<file path="config.mk">
export PLATFORM = sky130hd
export DESIGN_NAME = ram_arbiter
export DESIGN_NICKNAME = d
export VERILOG_FILES = /design/src/rtl/ram_arb_pkg.sv /design/src/rtl/rr_arb2.sv /design/src/rtl/ram_arbiter.sv
export SDC_FILE = /design/constraint.sdc
export NUM_CORES = 1
export LEC_CHECK = 0
export ABC_AREA = 1
export BUFFER_PORTS_ARGS = -buffer_cell sky130_fd_sc_hd__clkbuf_2
export CORE_MARGIN = 2
export CORE_UTILIZATION = 42
export CTS_CLUSTER_SIZE = 12
export DETAILED_ROUTE_END_ITERATION = 16
export PLACE_DENSITY_LB_ADDON = 0.05
export REMOVE_ABC_BUFFERS = 1
export SLEW_MARGIN = 15
export SYNTH_ARGS = -nofsm -noshare
export SYNTH_HDL_FRONTEND = slang
export SYNTH_SLANG_ARGS = --single-unit
</file>
<file path="constraint.sdc">
create_clock -name clk -period 4.85 [get_ports clk]
set_clock_uncertainty 0.2 [all_clocks]
set_input_delay 0.7275 -clock clk [delete_from_list [all_inputs] [get_ports clk]]
set_output_delay 0.7275 -clock clk [all_outputs]
set_load 0.05 [all_outputs]
</file>
<file path="src/rtl/ram_arb_pkg.sv">
`default_nettype none
// ============================================================================
// Module   : ram_arb_pkg
// Purpose  : Shared definitions for the two-requester RAM arbiter: arbiter
//            state encodings, requester identifiers and small helpers.
// Ports    : none (package)
// Revision : 1.0 - initial release
// ============================================================================
package ram_arb_pkg;

  // Arbiter state encoding
  localparam logic [1:0] ARB   = 2'd0;
  localparam logic [1:0] LOCK0 = 2'd1;
  localparam logic [1:0] LOCK1 = 2'd2;

  // Requester identifiers
  localparam logic REQ0 = 1'b0;
  localparam logic REQ1 = 1'b1;

  // Identifier of the requester that is not 'id'
  function automatic logic other_req(input logic id);
    return ~id;
  endfunction

  // Locked state that belongs to requester 'id'
  function automatic logic [1:0] lock_state_of(input logic id);
    return (id == REQ1) ? LOCK1 : LOCK0;
  endfunction

endpackage
`default_nettype wire

</file>
<file path="src/rtl/rr_arb2.sv">
`default_nettype none
// ============================================================================
// Module   : rr_arb2
// Purpose  : Two-input round-robin grant logic. A lone request is granted
//            directly; on contention the pointer picks the winner.
// Ports    : req[1:0] - request vector (bit N = requester N)
//            ptr      - favoured requester when both request
//            gnt[1:0] - one-hot grant (all zero when nothing requests)
// Revision : 1.0 - initial release
// ============================================================================
module rr_arb2
  import ram_arb_pkg::*;
(
  input  logic [1:0] req,
  input  logic       ptr,
  output logic [1:0] gnt
);

  always_comb begin
    gnt = req;
    if (&req) begin
      gnt = (ptr == REQ1) ? 2'b10 : 2'b01;
    end
  end

endmodule
`default_nettype wire

</file>
<file path="src/rtl/ram_arbiter.sv">
`default_nettype none
// ============================================================================
// Module   : ram_arbiter
// Purpose  : Shares one single-port RAM between two requesters with
//            round-robin arbitration, per-requester read data return and a
//            bounded lock for atomic read-modify-write sequences.
// Ports    : clk, rst                  - clock, synchronous active-high reset
//            reqN/weN/lockN            - request, write enable, hold ownership
//            addrN/dinN                - access address and write data
//            gntN                      - combinational accept of the access
//            rvalidN/rdataN            - read data return (1 cycle after read)
//            lock_timeout              - 1-cycle pulse on forced lock release
//            ram_en/ram_we/ram_addr/ram_din/ram_dout - RAM port
// Revision : 1.0 - initial release
// ============================================================================
module ram_arbiter
  import ram_arb_pkg::*;
#(
  parameter int DATA_WIDTH = 8,
  parameter int ADDR_WIDTH = 8,
  parameter int MAX_LOCK   = 16
) (
  input  logic                  clk,
  input  logic                  rst,
  input  logic                  req0,
  input  logic                  req1,
  input  logic                  we0,
  input  logic                  we1,
  input  logic                  lock0,
  input  logic                  lock1,
  input  logic [ADDR_WIDTH-1:0] addr0,
  input  logic [ADDR_WIDTH-1:0] addr1,
  input  logic [DATA_WIDTH-1:0] din0,
  input  logic [DATA_WIDTH-1:0] din1,
  output logic                  gnt0,
  output logic                  gnt1,
  output logic                  rvalid0,
  output logic                  rvalid1,
  output logic [DATA_WIDTH-1:0] rdata0,
  output logic [DATA_WIDTH-1:0] rdata1,
  output logic                  lock_timeout,
  output logic                  ram_en,
  output logic                  ram_we,
  output logic [ADDR_WIDTH-1:0] ram_addr,
  output logic [DATA_WIDTH-1:0] ram_din,
  input  logic [DATA_WIDTH-1:0] ram_dout
);

  localparam int CNT_W = $clog2(MAX_LOCK + 1);
  localparam logic [CNT_W-1:0] CNT_ONE = CNT_W'(1);
  localparam logic [CNT_W-1:0] CNT_MAX = CNT_W'(MAX_LOCK);

  logic [1:0]       state_q, state_d;
  logic             ptr_q, ptr_d;
  logic [CNT_W-1:0] cnt_q, cnt_d;
  logic             rd_pend_q, rd_pend_d;
  logic             rd_tag_q, rd_tag_d;
  logic             lock_timeout_q, lock_timeout_d;

  logic [1:0]       rr_gnt;
  logic [1:0]       gnt_v;
  logic             gnt_id;
  logic             gnt_lock;
  logic             own_id;
  logic             own_lock;
  logic [CNT_W-1:0] cnt_inc;

  rr_arb2 u_rr_arb2 (
    .req (ram_req_vec()),
    .ptr (ptr_q),
    .gnt (rr_gnt)
  );

  function automatic logic [1:0] ram_req_vec();
    return {req1, req0};
  endfunction

  // --------------------------------------------------------------------------
  // State register
  // --------------------------------------------------------------------------
  always_ff @(posedge clk) begin
    if (rst) begin
      state_q        <= ARB;
      ptr_q          <= REQ0;
      cnt_q          <= '0;
      rd_pend_q      <= 1'b0;
      rd_tag_q       <= REQ0;
      lock_timeout_q <= 1'b0;
    end else begin
      state_q        <= state_d;
      ptr_q          <= ptr_d;
      cnt_q          <= cnt_d;
      rd_pend_q      <= rd_pend_d;
      rd_tag_q       <= rd_tag_d;
      lock_timeout_q <= lock_timeout_d;
    end
  end

  // --------------------------------------------------------------------------
  // Output logic: grant selection and RAM port mux
  // --------------------------------------------------------------------------
  always_comb begin
    gnt_v = 2'b00;
    case (state_q)
      ARB:     gnt_v = rr_gnt;
      LOCK0:   gnt_v = {1'b0, req0};
      LOCK1:   gnt_v = {req1, 1'b0};
      default: gnt_v = 2'b00;
    endcase

    gnt0     = gnt_v[0];
    gnt1     = gnt_v[1];
    ram_en   = |gnt_v;
    ram_we   = 1'b0;
    ram_addr = '0;
    ram_din  = '0;
    if (gnt_v[0]) begin
      ram_we   = we0;
      ram_addr = addr0;
      ram_din  = din0;
    end else if (gnt_v[1]) begin
      ram_we   = we1;
      ram_addr = addr1;
      ram_din  = din1;
    end
  end

  assign gnt_id   = gnt_v[1];
  assign gnt_lock = gnt_id ? lock1 : lock0;
  assign own_id   = (state_q == LOCK1) ? REQ1 : REQ0;
  assign own_lock = (own_id == REQ1) ? lock1 : lock0;
  assign cnt_inc  = cnt_q + CNT_ONE;

  // --------------------------------------------------------------------------
  // Next-state logic
  // --------------------------------------------------------------------------
  always_comb begin
    state_d        = state_q;
    ptr_d          = ptr_q;
    cnt_d          = cnt_q;
    lock_timeout_d = 1'b0;

    case (state_q)
      ARB: begin
        if (|gnt_v) begin
          ptr_d = other_req(gnt_id);
          if (gnt_lock) begin
            state_d = lock_state_of(gnt_id);
            cnt_d   = CNT_ONE;
          end
        end
      end
      LOCK0, LOCK1: begin
        cnt_d = cnt_inc;
        if (!own_lock) begin
          // Voluntary release keeps the pointer set at lock acquisition.
          state_d = ARB;
          cnt_d   = '0;
        end else if (cnt_inc == CNT_MAX) begin
          // Forced release: hand the next contended cycle to the other side.
          state_d        = ARB;
          cnt_d          = '0;
          lock_timeout_d = 1'b1;
          ptr_d          = other_req(own_id);
        end
      end
      default: begin
        state_d = ARB;
        cnt_d   = '0;
      end
    endcase

    // Read-return tag: remembers which requester the RAM data belongs to.
    rd_pend_d = ram_en & ~ram_we;
    rd_tag_d  = gnt_id;
  end

  // A reset arriving while a read is in flight suppresses its return.
  assign rvalid0      = rd_pend_q & (rd_tag_q == REQ0) & ~rst;
  assign rvalid1      = rd_pend_q & (rd_tag_q == REQ1) & ~rst;
  assign rdata0       = rvalid0 ? ram_dout : '0;
  assign rdata1       = rvalid1 ? ram_dout : '0;
  assign lock_timeout = lock_timeout_q;

endmodule
`default_nettype wire
</file>
After elaboration in Yosys (flattened, before gate mapping). Index checks and enable logic that the tools add are counted.

Input bits: 48. Latch bits: 0. Bits in writable memories: 0. Memory bits (read-only): 0. Register bits after elaboration: 11. Memories: 0. Logic and storage cells: 66.

Multipliers: 0. Shift operators: 0. Equal/unequal tests: 8. Reduce and logical (&&, ||, !) cells: 9. Multiplexer cells: 30. Divide/modulo/power cells: 0. $add $sub $neg: 1. Bitwise operators: 12. Order comparisons: 0.

Operator list (number): 8-bit two-way mux (6); 5-bit two-way mux (4); 2-bit two-way mux (7); 5-bit case mux with 2 select lines (1); 1-bit two-way mux (9); 2-bit inequality test (second input constant) (4); 1-bit NOT (7); 2-bit case mux with 3 select lines (1); 5-bit by 1-bit adder with 5-bit output (second input constant) (1); 1-bit bitwise AND (5); 5-bit equality test (second input constant) (1); 2-bit case mux with 2 select lines (1); 2-bit AND reduction (2); 4-bit AND reduction (1); 2-bit OR reduction (2); 3-bit inequality test (second input constant) (1); 3-bit AND reduction (1); 3-bit OR reduction (1); 2-bit by 1-bit equality test with 1-bit output (second input constant) (1); 2-bit equality test (second input constant) (1); 2-bit logical NOT (1); 1-bit case mux with 2 select lines (1); 2-bit nonzero test (1).

Longest topological paths before layout. Gate-level depths: netlist (run 1).

Depth after elaboration: 7. Mapped depth: 11. Mapped depth without buffers: 11.

Modules after synthesis. Synthesis (run 1) repeated with hierarchy kept, for this count alone.

Cell total of the unflattened synthesis: 197. Area, all modules: 1086.0 µm².

Modules (own cells, without submodules): ram_arbiter (instances 1, sequential area each 220.2 µm², cells an instance 192, area an instance 1064.8 µm²); rr_arb2 (instances 1, sequential area each 0.0 µm², cells an instance 5, area an instance 21.3 µm²).

Worst setup path after synthesis (run 1). OpenSTA, ideal clock, no wires.

Kind: in2out. Start: in rst. End: out rdata0[0]. Required time: 3.923 ns. Setup slack: 0.790 ns. Stages: 4. Arrival: 3.133 ns. Path buffers: 1. Path through: clkbuf_1 > nor3_1 > inv_1 > nor2_1.

Longest elaborated chain between the ends: 3.

RTL lines: start, declared (line ram_arbiter.sv:24) `input logic rst,`; 1-bit NOT (line ram_arbiter.sv:179) `assign rvalid0 = rd_pend_q & (rd_tag_q == REQ0) & ~rst;`; 1-bit bitwise AND (line ram_arbiter.sv:179); net rvalid0 (line ram_arbiter.sv:37) `output logic rvalid0,`; 8-bit two-way mux (line ram_arbiter.sv:181) `assign rdata0 = rvalid0 ? ram_dout : '0;`; end, declared (line ram_arbiter.sv:39) `output logic [DATA_WIDTH-1:0] rdata0,`.

The timed path passes the listed nets, and every way through them passes these cells.

Worst setup path in the final report (run 1).
Start: reg state_q[0]. End: out ram_we.

Longest elaborated chain between the ends: 4. Elaborated cells on any way between the ends: 6.

RTL lines: start, declared (line ram_arbiter.sv:53) `logic [1:0] state_q, state_d;`; start signal, assigned (line ram_arbiter.sv:90) `state_q <= state_d;`; 2-bit equality test, or another cell as far along (line ram_arbiter.sv:104) `case (state_q)`; 2-bit case mux with 3 select lines (*) (line ram_arbiter.sv:104); 1-bit two-way mux (line ram_arbiter.sv:121) `end else if (gnt_v[1]) begin`; 1-bit two-way mux (*) (line ram_arbiter.sv:117) `if (gnt_v[0]) begin`; end, declared (line ram_arbiter.sv:43) `output logic ram_we,`.

Mark *: on every way between the ends. The rest lies on a longest branch, timed or not.

==> results.sh, run 1 <==
export IMPL_hold_bufs_at_cts=0
export IMPL_routed_via_density=4.64
export IMPL_die_height_um=55.3
export IMPL_worst_slew_pin_slew_ps=430
export IMPL_final_max_slew_viol_count=0
export IMPL_setup_worst_path_end_class="output port"
export IMPL_max_cap_violations=0
export IMPL_insertion_delay_ps=280
export IMPL_finalSetupViolCount=0
export IMPL_cts_repair_resize_count=0
export IMPL_antenna_found_initial=0
export IMPL_timing_slew_headroom=0.713
export IMPL_worst_endpoint_required_ps=3920
export IMPL_grt_setup_unrepaired="no"
export IMPL_groute_usage_overall=0.217
export IMPL_post_drt_wl_per_cell_um=10.0
export IMPL_detail_route_drc_violations=0
export IMPL_vdd_ir_drop_worst_uv=371
export IMPL_die_width_um=55.3
export IMPL_core_um2=2480
export IMPL_routed_via_count=1438
export IMPL_crit_type="reg2out"
export IMPL_maximum_number_of_pins_on_one_net_before_global_route_repair=21
export IMPL_finalWirelength_um=3110
export IMPL_grt_overflow_total=0
export IMPL_first_global_vias=1339
export IMPL_synth_yosys_warnings=0
export IMPL_min_delay_path_class="reg2reg"
export IMPL_diode_insertion_count_for_antenna_repair=0
export IMPL_power_density_nw_per_um2=537
export IMPL_clkSinkCount=11
export IMPL_clock_tree_from_tritoncts="yes"
export IMPL_boundary_pin_count=87
export IMPL_rr_startpoint="state_q[0]"
export IMPL_timing_final_hold_violations=0
export IMPL_initial_core_util=0.446
export IMPL_htree_levels=1
export IMPL_final_replace_weighted_congestion=0.890
export IMPL_regToRegSetupSlack_ps=2660
export IMPL_netlist_cell_type_count=24
export IMPL_worstHoldStart="ptr_q"
export IMPL_core_rowCount=18
export IMPL_synthesis_instances=195
export IMPL_postSynthAreaPerCell_um2=5.67
export IMPL_min_period_over_period=0.657
export IMPL_share_of_final_layout_standard_cells_stronger_than_drive_strength_1=0.375
export IMPL_detail_route_antenna_nets=0
export IMPL_root_buffer="clkbuf_4"
export IMPL_clk_path_buf_depth=2
export IMPL_final_nets=334
export IMPL_synthesis_area_um2=1110
export IMPL_post_cts_repair_setup_buffers=0
export IMPL_drt_initial_drc_count=76
export IMPL_path_clk_slew_ps=80
export IMPL_pre_antenna_drt_iters=4
export IMPL_outcome="completed"
export IMPL_place_detailed_hpwl_um=2490
export IMPL_worst_endpoint_arrival_ps=2260
export IMPL_power_static_leakage_nw=0.991
export IMPL_fp_dieArea_um2=3060
export IMPL_crit_start="state_q[0]"
export IMPL_fin_crit_ps=3190
export IMPL_fin_hold_ws_ps=294
export IMPL_port_buffers=86
export IMPL_worstPathMaxFanout=20
export IMPL_layout_area_overhead_vs_synth_pct=41.4
export IMPL_ys_ff_latch=11
export IMPL_synth_yosys_seq_area_share=0.199
export IMPL_finalSetupTns_ps=0
export IMPL_max_freq_ghz=0.314
export IMPL_grt_first_pass_wirelength_um=5580
export IMPL_cts_buffers_inserted=3
export IMPL_worst_setup_path_start_kind="register"
## path summary, 6_finish.rpt
| path | endpoint | cells past startpoint |
|---|---|---|
| setup / recovery | ram_we | 8 |
| hold / removal | ptr_q | 2 |
| hold reg to reg | ptr_q | 2 |
| setup reg to reg | cnt_q[1] | 9 |
## final cells by class
type | instances | area [um^2]
fill | 272 | 913
tap | 30 | 37.5
multi-input combinational | 148 | 729
clock buffer | 3 | 22.5
clock inverter | 1 | 5.00
sequential | 11 | 220
timing repair buffer | 86 | 430
inverter | 31 | 119
## layer usage
metal / wire length [um] / share of wire / track usage / vias to the layer above
li1: - / - / - / 777
met1: 1320 / 0.42 / 0.268 / 580
met2: 1450 / 0.47 / 0.381 / 76
met3: 303 / 0.097 / 0.0445 / 5
met4: 39 / 0.013 / 0.0592 / 0
met5: 0 / 0 / 0 / -
## cells in the mapped netlist, drive strengths merged
cell type,instances,area share
nand2,59,0.21
nor2,34,0.12
inv,31,0.11
nand3,29,0.16
dfxtp,11,0.20
o21ai,8,0.043
a21oi,5,0.026
ha,5,0.057
buf,4,0.031
nand4,3,0.017
nor3,3,0.014
a21o,1,0.0068
clkbuf,1,0.0034
nor3b,1,0.0068
## layout by cell type (no fill, tap or decap), drive strengths merged
cell    synthesis  final
dfxtp          11     11
ha              5      5
nor3            3      3
o21ai           8      8
a21oi           5      5
clkbuf          1     89
nand4           3      3
clkinv          0      1
a21o            1      1
nand3          29     29
inv            31     31
nand2          59     59
nor2           34     34
nor3b           1      1
## state kept, by name, summed over array words and instances, names as in the netlist
register / count
cnt_q: 5
lock_timeout: 1
ptr_q: 1
rd_pend_q: 1
rd_tag_q: 1
state_q: 2
## cell families (layout without fill, tap and decap cells)
family | after synthesis | count (layout) | synth area share
flip-flops | 11 | 11 | 0.199
buffers and inverters | 36 | 121 | 0.141
adder cells (fa/ha/maj) | 5 | 5 | 0.0566
AO/OA/AOI/OAI | 14 | 14 | 0.0758
AND/OR/NAND/NOR | 129 | 129 | 0.527
## stage by stage
| stage | std cells | setup slack [ps] | util | instance area, um^2 | power [mW] |
|---|---|---|---|---|---|
| after floorplan | 190 | 969 | - | 1070 | 0.640 |
| after detailed placement | 306 | 1790 | 0.620 | 1540 | 0.775 |
| after global routing | 310 | 1450 | 0.631 | 1560 | 0.913 |
| after CTS | 310 | 1650 | 0.631 | 1560 | 0.842 |
| after global placement | 306 | 1830 | 0.620 | 1540 | 0.772 |
| final | 310 | 1660 | 0.631 | 1560 | 0.840 |
## worst max-delay path, cell delays in order (launching register included)
cell      delay [ps]
dfxtp_1          330
inv_1            100
ha_1             290
a21o_1           160
nand3_2          340
inv_4            300
nand2_1           80
nand2_1           80
clkbuf_2         280
## power breakdown
group / switching [mW] / internal [mW]
clock network: 0.0340 / 0.0306
registers: 0.0179 / 0.114
logic: 0.484 / 0.160
Power figures use the tool's default switching activity.
==> inputs of run 2 (changes only) <==
--- a/config.mk
+++ b/config.mk
@@ -5,10 +5,10 @@
 export SDC_FILE = /design/constraint.sdc
 export NUM_CORES = 1
 export LEC_CHECK = 0
-export ABC_AREA = 1
+export ABC_AREA = 0
 export BUFFER_PORTS_ARGS = -buffer_cell sky130_fd_sc_hd__clkbuf_2
 export CORE_MARGIN = 2
-export CORE_UTILIZATION = 42
+export CORE_UTILIZATION = 38
 export CTS_CLUSTER_SIZE = 12
 export DETAILED_ROUTE_END_ITERATION = 16
 export PLACE_DENSITY_LB_ADDON = 0.05
==> constraint.sdc (replaced) <==
create_clock -name clk -period 3 [get_ports clk]
set_clock_uncertainty 0.2 [all_clocks]
set_input_delay 0.45 -clock clk [delete_from_list [all_inputs] [get_ports clk]]
set_output_delay 0.45 -clock clk [all_outputs]
set_load 0.05 [all_outputs]
==> results.sh, run 2 <==
export IMPL_synthMostInstantiatedCell="nand2_1"
export IMPL_vdd_ir_drop_worst_uv=514
export IMPL_synth_area_leader_cell="dfxtp_1"
export IMPL_critical_path_n_buffers_inverters=4
export IMPL_share_of_final_layout_standard_cells_stronger_than_drive_strength_1=0.407
export IMPL_power_combinational_fraction=0.754
export IMPL_ys_ff_latch=11
export IMPL_grt_first_pass_wirelength_um=5130
export IMPL_grt_overflow_total=0
export IMPL_registers_top_by_ff_count="cnt_q"
export IMPL_synth_yosys_seq_area_share=0.211
export IMPL_final_replace_weighted_congestion=0.843
export IMPL_drt_initial_drc_count=50
export IMPL_cpPeakStageDelay_ps=380
export IMPL_dp_worst_setup_slack_ps=317
export IMPL_postSynthAreaPerCell_um2=6.62
export IMPL_cts_buffers_inserted=3
export IMPL_finalCoreUtilization=0.591
export IMPL_timing_final_hold_violations=0
export IMPL_yosys_top_cells_area="dfxtp_1 21%, nand2_1 15%, o21ai_0 11%"
export IMPL_number_of_enable_type_register_cells_in_the_synthesized_netlist=0
export IMPL_htree_levels=1
export IMPL_asyncSetResetFlopFracSynth=0
export IMPL_path_cells="inv_1 -> ha_2 -> o21ai_1 -> or3_4 -> inv_1 -> buf_8 -> nand2_1 -> o21ai_0 -> clkbuf_4"
export IMPL_finalSetupViolCount=0
export IMPL_post_synth_top_area_fraction=0.211
export IMPL_crit_slowest_cell="or3_4"
export IMPL_min_period_over_period=0.968
export IMPL_netlist_cell_type_count=34
export IMPL_routed_via_count=1405
export IMPL_worst_endpoint_arrival_ps=2250
export IMPL_synth_yosys_warnings=0
export IMPL_power_total_mw=1.23
export IMPL_synthFlopType="dfxtp_1"
export IMPL_share_clk_of_total_power=0.085
export IMPL_family_with_the_most_delay_on_the_worst_path="buffers and inverters"
export IMPL_insertion_delay_ps=270
export IMPL_antenna_found_initial=0
export IMPL_post_drt_wl_per_cell_um=11.6
export IMPL_fin_crit_ps=2900
export IMPL_worst_slew_pin_slew_ps=719
export IMPL_final_nets=297
export IMPL_post_route_worst_setup_slack_ps=96.2
export IMPL_finalSetupTns_ps=0
export IMPL_sw_frac_of_total=0.590
export IMPL_path_clk_slew_ps=70
export IMPL_detail_route_antenna_nets=0
export IMPL_synthesis_instances=158
export IMPL_finalWirelength_um=3180
export IMPL_detail_route_drc_violations=0
export IMPL_postLayoutCellArea_um2=1590
export IMPL_critical_path_most_common_cell="inv_1"
export IMPL_diode_insertion_count_for_antenna_repair=0
export IMPL_setup_worst_path_end_class="output port"
export IMPL_port_buffers=86
export IMPL_final_max_slew_viol_count=0
export IMPL_grt_setup_unrepaired="yes"
export IMPL_timing_slew_headroom=0.520
export IMPL_groute_usage_overall=0.196
export IMPL_power_density_nw_per_um2=774
export IMPL_routed_via_density=5.13
export IMPL_first_global_vias=1274
export IMPL_synthesis_area_um2=1050
export IMPL_fp_dieArea_um2=3190
export IMPL_layout_cells_non_filler=274
export IMPL_core_rowCount=19
export IMPL_synth_top_cells_by_count="42 x nand2_1, 22 x o21ai_0, 16 x and2_1"
export IMPL_clock_tree_from_tritoncts="yes"
export IMPL_outcome="completed"
export IMPL_initial_core_util=0.389
export IMPL_root_buffer="clkbuf_4"
export IMPL_power_static_leakage_nw=0.802
export IMPL_worstPathMaxFanout=18
export IMPL_fillers=257
export IMPL_die_width_um=56.5
export IMPL_crit_type="reg2out"
export IMPL_clkSinkCount=11
export IMPL_fin_hold_ws_ps=296
export IMPL_cellInternalPower_uw=503
export IMPL_max_freq_ghz=0.344
export IMPL_layout_common_cells="70 x clkbuf_2, 42 x nand2_1, 22 x o21ai_0, 16 x and2_1, 11 x dfxtp_1"
export IMPL_power_switching_uw=725
export IMPL_worst_endpoint_required_ps=2350
export IMPL_post_cts_repair_setup_buffers=0
export IMPL_max_cap_violations=0
export IMPL_worst_setup_path_start_kind="register"
export IMPL_largest_registers="cnt_q (5), state_q (2)"
export IMPL_layout_area_overhead_vs_synth_pct=51.8
export IMPL_die_height_um=56.5
export IMPL_place_detailed_hpwl_um=2560
export IMPL_seq_power_share=0.160
export IMPL_numPlacedInstances=270
export IMPL_dpl_instance_area_um2=1520
export IMPL_mostFrequentLayoutCell="clkbuf_2"
export IMPL_largest_register_ffs=5
export IMPL_min_delay_path_class="reg2reg"
export IMPL_clk_path_buf_depth=2
export IMPL_pre_antenna_drt_iters=4
export IMPL_boundary_pin_count=87
export IMPL_maximum_number_of_pins_on_one_net_before_global_route_repair=27
export IMPL_core_um2=2690
[run 2: changes by cell type after synthesis, moves of 4 or more]
cell,previous run,this run
nand3_2,4,0
nand3_1,24,3
nor2_1,34,9
inv_1,28,6
clkbuf_1,1,5
o21ai_0,4,22
and2_1,0,16
nand2_1,55,42
[run 2: repair_timing]
item	CTS	global route
gates resized for setup	1	41
hold buffers	0	0
setup endpoints to repair	1	18
gates cloned	0	0
[run 2: worst min-delay path, cell delays in order, from the launching register on]
cell and delay (ps):
dfxtp_1 340, nand2_1 60, a21oi_1 50
[run 2: cell families (layout without fill, tap and decap cells)]
kind of cell	Yosys count	after routing	share of synthesized area
buffers and inverters	14	99	0.0538
multiplexers	1	1	0.0108
AND/OR/NAND/NOR	85	85	0.407
flip-flops	11	11	0.211
AO/OA/AOI/OAI	42	42	0.258
adder cells (fa/ha/maj)	5	5	0.0598
[run 2: final cells by class]
type,instances,area [um^2],area share
well taps,31,38.8,0.0244
clock buffers,4,26.3,0.0165
repair buffers,89,508,0.320
inverters,6,22.5,0.0142
flip-flops and latches,11,220,0.139
multi-input cells,133,772,0.486
[run 2: layer usage]
layer,global-route usage,vias up,share of wire
met1,0.216,626,0.40
met3,0.0484,6,0.067
met5,0,-,0
met2,0.369,55,0.52
li1,-,718,-
met4,0.0476,0,0.0072
[run 2: final timing paths]
| check | from | endpoint | slack [ps] | cells after the start |
|---|---|---|---|---|
| max | state_q[0] | ram_din[5] | 100 | 9 |
| min | cnt_q[4] | cnt_q[4] | 300 | 2 |
| max reg2reg | state_q[0] | cnt_q[3] | 660 | 7 |
| min reg2reg | cnt_q[4] | cnt_q[4] | 300 | 2 |
[run 2: power by group through the flow]
stage,combinational [mW],sequential (mW),clock [mW]
finish,0.926,0.197,0.105
floorplan,0.666,0.193,0
global placement,0.872,0.198,0
global route,0.986,0.201,0.112
detailed placement,0.883,0.199,0
CTS,0.888,0.196,0.106
